`config.mk`:
```
export PLATFORM = sky130hd
export DESIGN_NAME = tick_sel_mux
export DESIGN_NICKNAME = d
export VERILOG_FILES = /design/src/rtl/tick_sel_mux.sv
export SDC_FILE = /design/constraint.sdc
export NUM_CORES = 1
export LEC_CHECK = 0
export ABC_AREA = 1
export CORE_MARGIN = 5
export CORE_UTILIZATION = 35
export CTS_CLUSTER_SIZE = 25
export DETAILED_ROUTE_END_ITERATION = 8
export PLACE_DENSITY = 0.6
export SLEW_MARGIN = 15
export SYNTH_ARGS = -nofsm -noshare
export SYNTH_HDL_FRONTEND = slang
export SYNTH_SLANG_ARGS = --single-unit
```
`constraint.sdc`:
```
create_clock -name CLK -period 4.2 [get_ports CLK]
set_input_delay 0.84 -clock CLK [delete_from_list [all_inputs] [get_ports CLK]]
set_output_delay 0.84 -clock CLK [all_outputs]
set_load 0.02 [all_outputs]
```
`src/rtl/tick_sel_mux.sv`:
```
// Glitch-free tick channel selector: switches between one-cycle tick streams only
// at tick boundaries, with a per-phase timeout so a silent channel cannot stall a switch.
module tick_sel_mux #(
   parameter int N       = 4,
   parameter int SW      = 2,
   parameter int TMO     = 1024,
   parameter int RST_SEL = 0
) (
   input  logic          CLK,
   input  logic          RST,
   input  logic [N-1:0]  TICK_IN,
   input  logic [SW-1:0] SEL,
   input  logic          SEL_REQ,
   output logic          TICK_OUT,
   output logic [SW-1:0] CUR_SEL,
   output logic          BUSY,
   output logic          SWITCHED,
   output logic          ERR
);

   localparam int            CW       = $clog2(TMO + 1);
   localparam logic [CW-1:0] CNT_LAST = CW'(TMO - 1);
   localparam logic [SW-1:0] SEL_INIT = SW'(RST_SEL);

   typedef enum logic [1:0] {
      RUN      = 2'd0,
      WAIT_OLD = 2'd1,
      WAIT_NEW = 2'd2
   } state_t;

   state_t        r_state;
   logic [SW-1:0] r_curSel;
   logic [SW-1:0] r_pend;
   logic [CW-1:0] r_cnt;
   logic          r_tickOut;
   logic          r_switched;
   logic          r_err;

   state_t        w_nextState;
   logic [SW-1:0] w_nextCur;
   logic [SW-1:0] w_nextPend;
   logic [CW-1:0] w_nextCnt;
   logic [CW-1:0] w_cntInc;
   logic          w_nextTick;
   logic          w_nextSwitched;
   logic          w_nextErr;
   logic          w_curTick;
   logic          w_pendTick;
   logic          w_selInRange;
   logic          w_reqValid;
   logic          w_reqBad;

   // Explicit compare-based muxes keep selects within the N implemented channels.
   always_comb begin
      w_curTick  = 1'b0;
      w_pendTick = 1'b0;
      for (int i = 0; i < N; i++) begin
         if (r_curSel == SW'(i)) w_curTick = TICK_IN[i];
         if (r_pend == SW'(i))   w_pendTick = TICK_IN[i];
      end
   end

   assign w_selInRange = (32'(SEL) < 32'(N));
   assign w_reqValid   = SEL_REQ && w_selInRange;
   assign w_reqBad     = SEL_REQ && !w_selInRange;
   assign w_cntInc     = (r_cnt == CNT_LAST) ? r_cnt : r_cnt + CW'(1);

   always_comb begin
      w_nextState    = r_state;
      w_nextCur      = r_curSel;
      w_nextPend     = r_pend;
      w_nextCnt      = r_cnt;
      w_nextTick     = 1'b0;
      w_nextSwitched = 1'b0;
      w_nextErr      = w_reqBad;
      case (r_state)
         RUN: begin
            w_nextTick = w_curTick;
            w_nextCnt  = '0;
            if (w_reqValid && (SEL != r_curSel)) begin
               w_nextPend  = SEL;
               w_nextState = WAIT_OLD;
            end
         end
         WAIT_OLD: begin
            w_nextTick = w_curTick;
            if (w_curTick || (r_cnt == CNT_LAST)) begin
               w_nextCnt   = '0;
               w_nextState = WAIT_NEW;
            end else begin
               w_nextCnt = w_cntInc;
            end
         end
         WAIT_NEW: begin
            // A new tick right after a forwarded old tick would make a double-width pulse.
            if (w_pendTick && !r_tickOut) begin
               w_nextTick     = 1'b1;
               w_nextCur      = r_pend;
               w_nextSwitched = 1'b1;
               w_nextCnt      = '0;
               w_nextState    = RUN;
            end else if (r_cnt == CNT_LAST) begin
               w_nextCur   = r_pend;
               w_nextErr   = 1'b1;
               w_nextCnt   = '0;
               w_nextState = RUN;
            end else begin
               w_nextCnt = w_cntInc;
            end
         end
         default: begin
            w_nextCnt   = '0;
            w_nextState = RUN;
         end
      endcase
   end

   always_ff @(posedge CLK or posedge RST) begin
      if (RST) begin
         r_state    <= RUN;
         r_curSel   <= SEL_INIT;
         r_pend     <= SEL_INIT;
         r_cnt      <= '0;
         r_tickOut  <= 1'b0;
         r_switched <= 1'b0;
         r_err      <= 1'b0;
      end else begin
         r_state    <= w_nextState;
         r_curSel   <= w_nextCur;
         r_pend     <= w_nextPend;
         r_cnt      <= w_nextCnt;
         r_tickOut  <= w_nextTick;
         r_switched <= w_nextSwitched;
         r_err      <= w_nextErr;
      end
   end

   assign TICK_OUT = r_tickOut;
   assign CUR_SEL  = r_curSel;
   assign BUSY     = (r_state != RUN);
   assign SWITCHED = r_switched;
   assign ERR      = r_err;

endmodule
```
==> results of run 1 <==
worst register-to-register path: stages, from the launching register on:
cell and delay (ns):
dfrtp_1 0.41, ha_1 0.21, nand2_1 0.09, nor2_2 0.17
nand3_4 0.18, ha_1 0.31, or2_2 0.29, a21oi_1 0.12
power by group:
group / total (mW) / internal (mW) / switching, mW
Sequential: 0.262 / 0.229 / 0.0336
Clock: 0.0868 / 0.0333 / 0.0535
Combinational: 0.306 / 0.121 / 0.186
flip-flops by register name, summed over array words and instances (netlist names):
name and cells:
TICK_OUT 1, r_cnt 11, ERR 1, CUR_SEL 2, r_state 2, r_pend 2, SWITCHED 1
cell type report:
type | count | area share (%)
Sequential cell | 20 | 35.6
Tap cell | 46 | 4.09
Timing Repair Buffer | 14 | 9.96
Inverter | 27 | 7.20
Multi-Input combinational cell | 105 | 41.6
Clock buffer | 3 | 1.60
stage by stage:
step,std cells,power [mW]
2_1_floorplan,152,0.475
3_3_place_gp,212,0.568
3_5_place_dp,212,0.575
4_1_cts,215,0.663
5_1_grt,215,0.716
6_report,215,0.655
cells in the mapped netlist:
cell	number	share of area [%]
mux2i_1	1	0.84
nand2_2	4	2.1
nor2_2	1	0.53
inv_2	1	0.32
nand3_2	1	0.84
nand3_4	2	3.0
ha_1	6	6.3
nand2_1	41	13
nor3_2	1	0.84
a21oi_1	5	2.1
nand4_1	1	0.53
nor3_1	1	0.42
dfrtp_1	20	42
o211ai_1	2	1.3
nor2_1	15	4.7
or2_2	1	0.53
o21ai_0	5	2.1
nand3_1	11	4.6
xor2_1	2	1.5
nand2_4	1	0.95
nor2_4	1	0.95
xnor2_1	3	2.2
inv_1	26	8.2
logic make-up after synthesis:
logic type / Yosys count
DFF: 20
adders and majority gates: 6
buffers and inverters: 27
xor gates and xnor gates: 5
muxes: 1
AOI/OAI and AO/OA: 12
and+or+nand+nor: 81
cell usage in the layout (no fill, tap or decap):
master           instances
nor2_4                   1
nand2_2                  4
nor3_2                   1
clkdlybuf4s50_1         14
nor2_2                   1
o21ai_0                  5
inv_1                   26
o211ai_1                 2
ha_1                     6
nand3_4                  2
or2_2                    1
xnor2_1                  3
nand2_1                 41
inv_2                    1
nor3_1                   1
mux2i_1                  1
nand3_1                 11
clkbuf_4                 3
nand4_1                  1
xor2_1                   2
nor2_1                  15
a21oi_1                  5
dfrtp_1                 20
nand2_4                  1
nand3_2                  1
per-layer routing:
layer / GRT usage, % / up-vias
met3: 0.985 / 2
met1: 14.4 / 453
met2: 17.2 / 20
met5: 0 / -
met4: 2.98 / 0
li1: - / 504
worst max-delay path by stage:
stage                       endpoint                    from
2_1_floorplan     r_cnt[0]$_DFF_PP0_      r_cnt[1]$_DFF_PP0_
3_3_place_gp   r_pend[1]$_DFFE_PP0P_                  SEL[0]
3_5_place_dp                    BUSY  r_state[0]$_DFFE_PP0P_
4_1_cts                         BUSY  r_state[0]$_DFFE_PP0P_
5_1_grt                         BUSY  r_state[0]$_DFFE_PP0P_
6_report                        BUSY  r_state[0]$_DFFE_PP0P_
==> impl_metrics.py, run 1 <==
metrics = {
    "synth": {
        "syn_nets": 167,
        "yosys.area_share.adder_pct": 6.32,
        "seq_area_frac_synth_pct": 42.1,
        "ys_ff_latch": 20,
        "synthSimpleGateAreaFrac_pct": 33.0,
        "synth_compound_area_share_pct": 5.48,
        "synth_cell_types": 23,
        "syn_area_mm2": 0.00119,
        "synth-xor-area-share_pct": 3.69,
        "synth_top_family_by_area": "simple AND/OR/NAND/NOR gates",
        "syn_inst": 152,
        "yosysWarnings": 0,
        "syn_area_per_cell_um2": 7.81,
        "synth_mux_area_share_pct": 0.843,
    },
    "clocking": {
        "cts_buffers": 3,
        "cts_tree": "built",
        "clk_latency_ns": 0.29,
        "cts_buffer_depth": 2,
        "h-tree-depth": 1,
        "cts_sinks": 20,
        "clk_pin_slew_ns": 0.10,
        "holdBufCountCts": 0,
        "post_cts_resized": 0,
        "root_buffer": "clkbuf_4",
        "cts_setup_buffers": 0,
    },
    "layout": {
        "final_util_pct": 42.5,
        "layout-area-overhead-vs-synth_pct": 18.5,
        "n_fill_cell": 364,
        "nNetsFinal": 186,
        "seqCellArea_um2": 500,
        "multi_input_area_um2": 586,
        "antenna_cells": 0,
        "drive_gt1_share_pct": 9.47,
        "finalInstanceArea_mm2": 0.00141,
    },
    "sta": {
        "setup_viol": 0,
        "fmax_mhz": 396,
        "rsz0062_at_grt": "no",
        "setup_slack_ns": 1.68,
        "clock_skew_ns": 0.00151,
        "whs_ns": 0.554,
        "slew_headroom_pct": 50.3,
        "worst_pin_slew_ns": 0.745,
        "period_share_pct": 60.1,
        "tns_ns": 0,
        "period_needed_ns": 2.52,
        "maxSlewViolCount": 0,
        "hold_violations": 0,
    },
    "place": {
        "portBuffers": 14,
        "place_area_mm2": 0.00139,
        "dp_hpwl_um": 1850,
        "place_ws_ns": 2.00,
        "gp_congestion": 0.880,
    },
    "flow_run": {
        "drv_cap": 0,
    },
    "critical_path": {
        "timing.rr.end": "r_cnt[0]$_DFF_PP0_",
        "crit_slowest_cell": "clkdlybuf4s50_1",
        "crit_type": "reg2out",
        "worstPathArrival_ns": 1.68,
        "path_buf_inv": 3,
        "r2r-start": "r_cnt[1]$_DFF_PP0_",
        "regToRegSetupSlack_ns": 2.36,
        "worst-path-stages": 4,
        "cpLargestDelayFamily": "buffers and inverters",
        "cp_max_fo": 4,
        "critPathMaxStageDelay_ns": 0.60,
        "worst_path_most_repeated_cell": "inv_1",
        "worst_setup_path_end_kind": "primary output",
        "start_kind": "flip-flop",
        "crit_required_ns": 3.36,
        "path_cells": "inv_1 > ha_1 > inv_1 > clkdlybuf4s50_1",
        "ff2ff_path_depth": 7,
    },
    "power": {
        "vdd_drop_max_v": 0.000134,
        "power_density_mw_per_mm2": 465,
        "p_leak_nw": 0.695,
    },
    "grt": {
        "grt_max_degree": 21,
        "overflow": 0,
        "grt_pass1_wl_um": 3780,
        "antenna_found_initial": 0,
        "first_global_vias": 909,
        "grt_usage_pct": 10.4,
    },
    "worst_hold_path": {
        "min_path_type": "reg2reg",
        "hp-start": "r_state[0]$_DFFE_PP0P_",
        "holdPathEnd": "r_state[0]$_DFFE_PP0P_",
        "worstHoldPathCells": 2,
    },
    "routing": {
        "drc": 0,
        "vias": 979,
        "ant_nets": 0,
        "vias_per_cell": 4.55,
        "drtIter0Drc": 65,
        "drt_first_pass_iters": 4,
        "post_drt_wl_per_cell_um": 10.3,
        "wl_um": 2210,
        "wl_met3_um": 72,
        "dr_wl_met2_um": 1040,
        "maxUsedRoutingLayer": "met4",
        "wl_met1_um": 1070,
    },
    "status": {
        "outcome": "completed",
    },
    "floorplan": {
        "pin_count": 15,
        "die_w_um": 68.2,
        "start_util_pct": 35.9,
        "core_mm2": 0.00331,
        "dieArea_mm2": 0.00466,
        "die-height_um": 68.2,
        "rows": 21,
    },
}
Power figures use the tool's default switching activity.
==> inputs of run 2 (changes only) <==
- PLACE_DENSITY: 0.6 -> 0.62
- clock period: 4.2 -> 2.22 ns (I/O delays scaled with it)
==> impl_metrics.py, run 2 (synthesis gave the netlist of run 1 again) <==
metrics = {
    "status": {
        "outcome": "completed",
    },
    "grt": {
        "grt_pass1_wl_um": 3880,
        "grt_max_degree": 21,
        "first_global_vias": 916,
        "antenna_found_initial": 0,
        "grt_usage_pct": 10.8,
        "overflow": 0,
    },
    "critical_path": {
        "crit_start": "r_cnt[1]$_DFF_PP0_",
        "crit_type": "reg2reg",
        "timing.rr.end": "r_cnt[0]$_DFF_PP0_",
        "crit_required_ns": 2.45,
        "start_kind": "flip-flop",
        "regToRegSetupSlack_ns": 0.38,
        "r2r-start": "r_cnt[1]$_DFF_PP0_",
        "ff2ff_path_depth": 7,
        "worstPathArrival_ns": 2.07,
        "cp_max_fo": 9,
        "worst_setup_path_end_kind": "flip-flop",
    },
    "clocking": {
        "cts_tree": "built",
        "cts_buffer_depth": 2,
        "clk_pin_slew_ns": 0.11,
        "cts_sinks": 20,
        "root_buffer": "clkbuf_4",
        "h-tree-depth": 1,
        "cts_buffers": 3,
        "clk_latency_ns": 0.30,
        "cts_setup_buffers": 0,
    },
    "routing": {
        "maxUsedRoutingLayer": "met4",
        "ant_nets": 0,
        "post_drt_wl_per_cell_um": 10.2,
        "drtIter0Drc": 83,
        "drc": 0,
        "vias_per_cell": 4.54,
        "dr_wl_met2_um": 1070,
        "wl_um": 2220,
        "wl_met3_um": 57,
        "vias": 985,
        "wl_met1_um": 1080,
        "drt_first_pass_iters": 5,
    },
    "sta": {
        "worst_pin_slew_ns": 0.348,
        "hold_violations": 0,
        "setup_viol": 0,
        "setup_slack_ns": 0.384,
        "period_needed_ns": 1.84,
        "period_share_pct": 82.7,
        "clock_skew_ns": 0.00375,
        "fmax_mhz": 545,
        "slew_headroom_pct": 76.7,
        "tns_ns": 0,
        "maxSlewViolCount": 0,
        "rsz0062_at_grt": "no",
    },
    "layout": {
        "antenna_cells": 0,
        "largest_reg_flops": 11,
        "drive_gt1_share_pct": 10.5,
        "final_cell_mix": "41 x nand2_1, 26 x inv_1, 20 x dfrtp_1",
        "final_common_cell": "nand2_1",
        "layout-area-overhead-vs-synth_pct": 20.5,
        "top_register": "r_cnt",
        "nNetsFinal": 187,
        "finalInstanceArea_mm2": 0.00143,
    },
    "floorplan": {
        "pin_count": 15,
        "die_w_um": 68.2,
        "start_util_pct": 35.9,
        "rows": 21,
        "core_mm2": 0.00331,
        "die-height_um": 68.2,
        "dieArea_mm2": 0.00466,
    },
    "power": {
        "vdd_drop_max_v": 0.000333,
        "power_density_mw_per_mm2": 897,
        "p_leak_nw": 0.718,
    },
    "place": {
        "place_ws_ns": 0.408,
        "dp_hpwl_um": 1800,
        "place_area_mm2": 0.00139,
        "portBuffers": 14,
        "gp_congestion": 0.893,
    },
    "flow_run": {
        "drv_cap": 0,
    },
    "worst_hold_path": {
        "min_path_type": "in2async",
    },
}
## run 2: cell count changes in the layout (fill, tap and decap cells not counted), sizes merged
cell and change:
buf +1, dlymetal6s2s +1, clkbuf +1, clkdlybuf4s50 -1
## run 2: cell type report
class | count | area, um2
Fill cell | 352 | 1880
Multi-Input combinational cell | 105 | 586
Sequential cell | 20 | 500
Timing Repair Buffer | 15 | 150
Inverter | 27 | 101
Tap cell | 46 | 57.6
Clock buffer | 4 | 36.3
## run 2: worst max path at each step
stage,endpoint,depth (start not counted),slack [ns]
after floorplan,r_cnt[0]$_DFF_PP0_,7,0.54
after global placement,r_cnt[0]$_DFF_PP0_,7,0.43
after detailed placement,r_cnt[0]$_DFF_PP0_,7,0.41
after CTS,BUSY,4,0.07
after global routing,r_cnt[0]$_DFF_PP0_,7,0.23
final,r_cnt[0]$_DFF_PP0_,7,0.38
## run 2: where the power goes
group / switching [mW] / internal, mW
logic: 0.351 / 0.226
registers: 0.0626 / 0.433
clock network: 0.112 / 0.100
## run 2: timing repair
action	CTS	global route
gates resized for setup	0	1
setup endpoints to repair	0	1
hold buffers	0	0
hold endpoints to repair	0	0
## run 2: through the flow
step	util, %	hold WS, ns	total power [mW]	instances
floorplan	-	0.408	0.899	152
global placement	42.1	0.510	1.07	213
detailed placement	42.1	0.527	1.09	213
CTS	43.2	0.461	1.30	217
global route	43.2	0.464	1.39	217
finish	43.2	0.460	1.28	217
## run 2: per-layer routing
metal  track usage (%)  up-vias
met5                 0        -
met4              3.72        0
met3             0.985        2
met2              18.3       21
met1              14.3      453
li1                  -      509
## run 2: worst max-delay path, stage by stage (launching register included)
cell     delay [ns]
dfrtp_1        0.41
ha_1           0.21
nand2_1        0.10
nor2_2         0.18
nand3_4        0.18
ha_1           0.30
or2_2          0.29
a21oi_1        0.12
==> inputs of run 3 (changes only) <==
- clock period: 2.22 -> 1.47 ns (I/O delays scaled with it)
==> impl_metrics.py, run 3 (synthesis gave the netlist of run 1 again) <==
metrics = {
    "critical_path": {
        "crit_start": "r_cnt[1]$_DFF_PP0_",
        "crit_slowest_cell": "dfrtp_1",
        "start_kind": "flip-flop",
        "regToRegSetupSlack_ns": -0.002,
        "crit_required_ns": 1.66,
        "path_cells": "ha_4 > nand2_4 > nor2_4 > nand3_4 > buf_12 > nand3_4 > nand2_2 > inv_2 > nand2_2 > nand2_1 > nand2_1",
        "worst_setup_path_end_kind": "flip-flop",
        "cp_max_fo": 5,
        "critPathMaxStageDelay_ns": 0.40,
        "cpLargestDelayFamily": "simple AND/OR/NAND/NOR gates",
        "worstPathArrival_ns": 1.66,
        "path_buf_inv": 2,
        "crit_type": "reg2reg",
        "r2r-start": "r_cnt[1]$_DFF_PP0_",
    },
    "sta": {
        "hold_violations": 0,
        "fmax_mhz": 679,
        "setup_viol": 1,
        "clock_skew_ns": 0.00554,
        "setup_slack_ns": -0.00182,
        "maxSlewViolCount": 0,
        "period_needed_ns": 1.47,
        "period_share_pct": 100,
        "whs_ns": 0.316,
        "rsz0062_at_grt": "yes",
        "slew_headroom_pct": 82.4,
        "worst_pin_slew_ns": 0.264,
    },
    "worst_hold_path": {
        "min_path_type": "in2async",
    },
    "clocking": {
        "cts_buffers": 3,
        "clk_latency_ns": 0.29,
        "h-tree-depth": 1,
        "clk_pin_slew_ns": 0.11,
        "cts_buffer_depth": 2,
        "cts_sinks": 20,
        "cts_tree": "built",
        "root_buffer": "clkbuf_4",
    },
    "place": {
        "place_inst": 236,
        "dp_hpwl_um": 2010,
        "portBuffers": 14,
        "gp_congestion": 0.859,
        "place_ws_ns": -0.124,
    },
    "layout": {
        "layout-area-overhead-vs-synth_pct": 45.2,
        "n_fill_cell": 325,
        "largest_reg_flops": 11,
        "seqCellArea_um2": 500,
        "antenna_cells": 0,
        "finalNonFillerCells": 243,
        "nNetsFinal": 214,
        "final_common_cell": "nand2_1",
        "multi_input_area_um2": 696,
        "drive_gt1_share_pct": 32.0,
        "final_cell_mix": "37 x nand2_1, 27 x buf_4, 23 x inv_1",
        "top_register": "r_cnt",
    },
    "floorplan": {
        "dieArea_mm2": 0.00466,
        "core_mm2": 0.00331,
        "pin_count": 15,
        "die_w_um": 68.2,
        "rows": 21,
        "start_util_pct": 35.9,
        "die-height_um": 68.2,
    },
    "routing": {
        "vias": 1070,
        "vias_per_cell": 4.40,
        "drt_first_pass_iters": 4,
        "drc": 0,
        "post_drt_wl_per_cell_um": 10.5,
        "wl_um": 2550,
        "ant_nets": 0,
        "drtIter0Drc": 83,
    },
    "power": {
        "p_leak_nw": 0.881,
        "power_density_mw_per_mm2": 1320,
        "vdd_drop_max_v": 0.000493,
    },
    "grt": {
        "overflow": 0,
        "first_global_vias": 1016,
        "grt_max_degree": 21,
        "antenna_found_initial": 0,
        "grt_pass1_wl_um": 4350,
        "grt_usage_pct": 12.3,
    },
    "flow_run": {
        "drv_cap": 0,
    },
    "status": {
        "violations": "setup timing",
        "outcome": "finished, violations left",
    },
}
[run 3: final cells by class]
type	count	area share [%]
repair buffers	41	20.1
flip-flops and latches	20	29.0
multi-input cells	106	40.3
clock buffers	3	1.31
well taps	46	3.34
inverters	27	5.88
[run 3: metrics by stage]
stage               utilization, %  power, mW  setup TNS, ns  instance area (um2)
global placement              48.5       1.85          -1.17                 1610
detailed placement            48.5       1.86          -1.53                 1610
global route                  52.1       2.45         -0.964                 1720
finish                        52.1       2.27       -0.00182                 1720
floorplan                        -       1.39         -0.114                 1220
CTS                           49.9       2.18        -0.0964                 1650
[run 3: routing by layer]
metal	wire length [um]	global-route usage, %	share of wire (%)	up-vias
met1	1190	16.7	47	480
met4	20	3.72	0.79	0
met3	89	0.985	3.5	4
met2	1240	20.6	49	24
li1	-	-	-	562
met5	0	0	0	-
[run 3: worst register-to-register path, cell delays in order, from the launching register on]
cell     delay [ns]
dfrtp_1        0.40
ha_4           0.16
nand2_4        0.06
nor2_4         0.11
nand3_4        0.11
buf_12         0.16
nand3_4        0.10
nand2_2        0.06
inv_2          0.06
nand2_2        0.05
nand2_1        0.05
nand2_1        0.05
[run 3: report_power, final]
part	total, mW	leakage, nW	internal [mW]	switching, mW
combinational	1.28	0.597	0.576	0.702
sequential	0.741	0.270	0.653	0.0882
clock	0.251	0.0138	0.0954	0.155
[run 3: final timing paths]
kind | end | cells past startpoint
min | r_pend[1]$_DFFE_PP0P_ | 3
max in group asynchronous | r_cnt[2]$_DFF_PP0_ | 3
max | r_state[1]$_DFFE_PP0P_ | 11
min reg2reg | CUR_SEL[0]$_DFFE_PP0P_ | 2
max reg2reg | r_state[1]$_DFFE_PP0P_ | 11
min in group CLK | CUR_SEL[0]$_DFFE_PP0P_ | 2
[run 3: what timing repair did]
action                                  in CTS  in global routing
hold buffers                                 0                  0
gates resized for setup                     17                 15
endpoints found under the setup margin      20                 15
cloned                                       1                  0
buffers inserted                             0                  3
pin swaps                                    7                  6
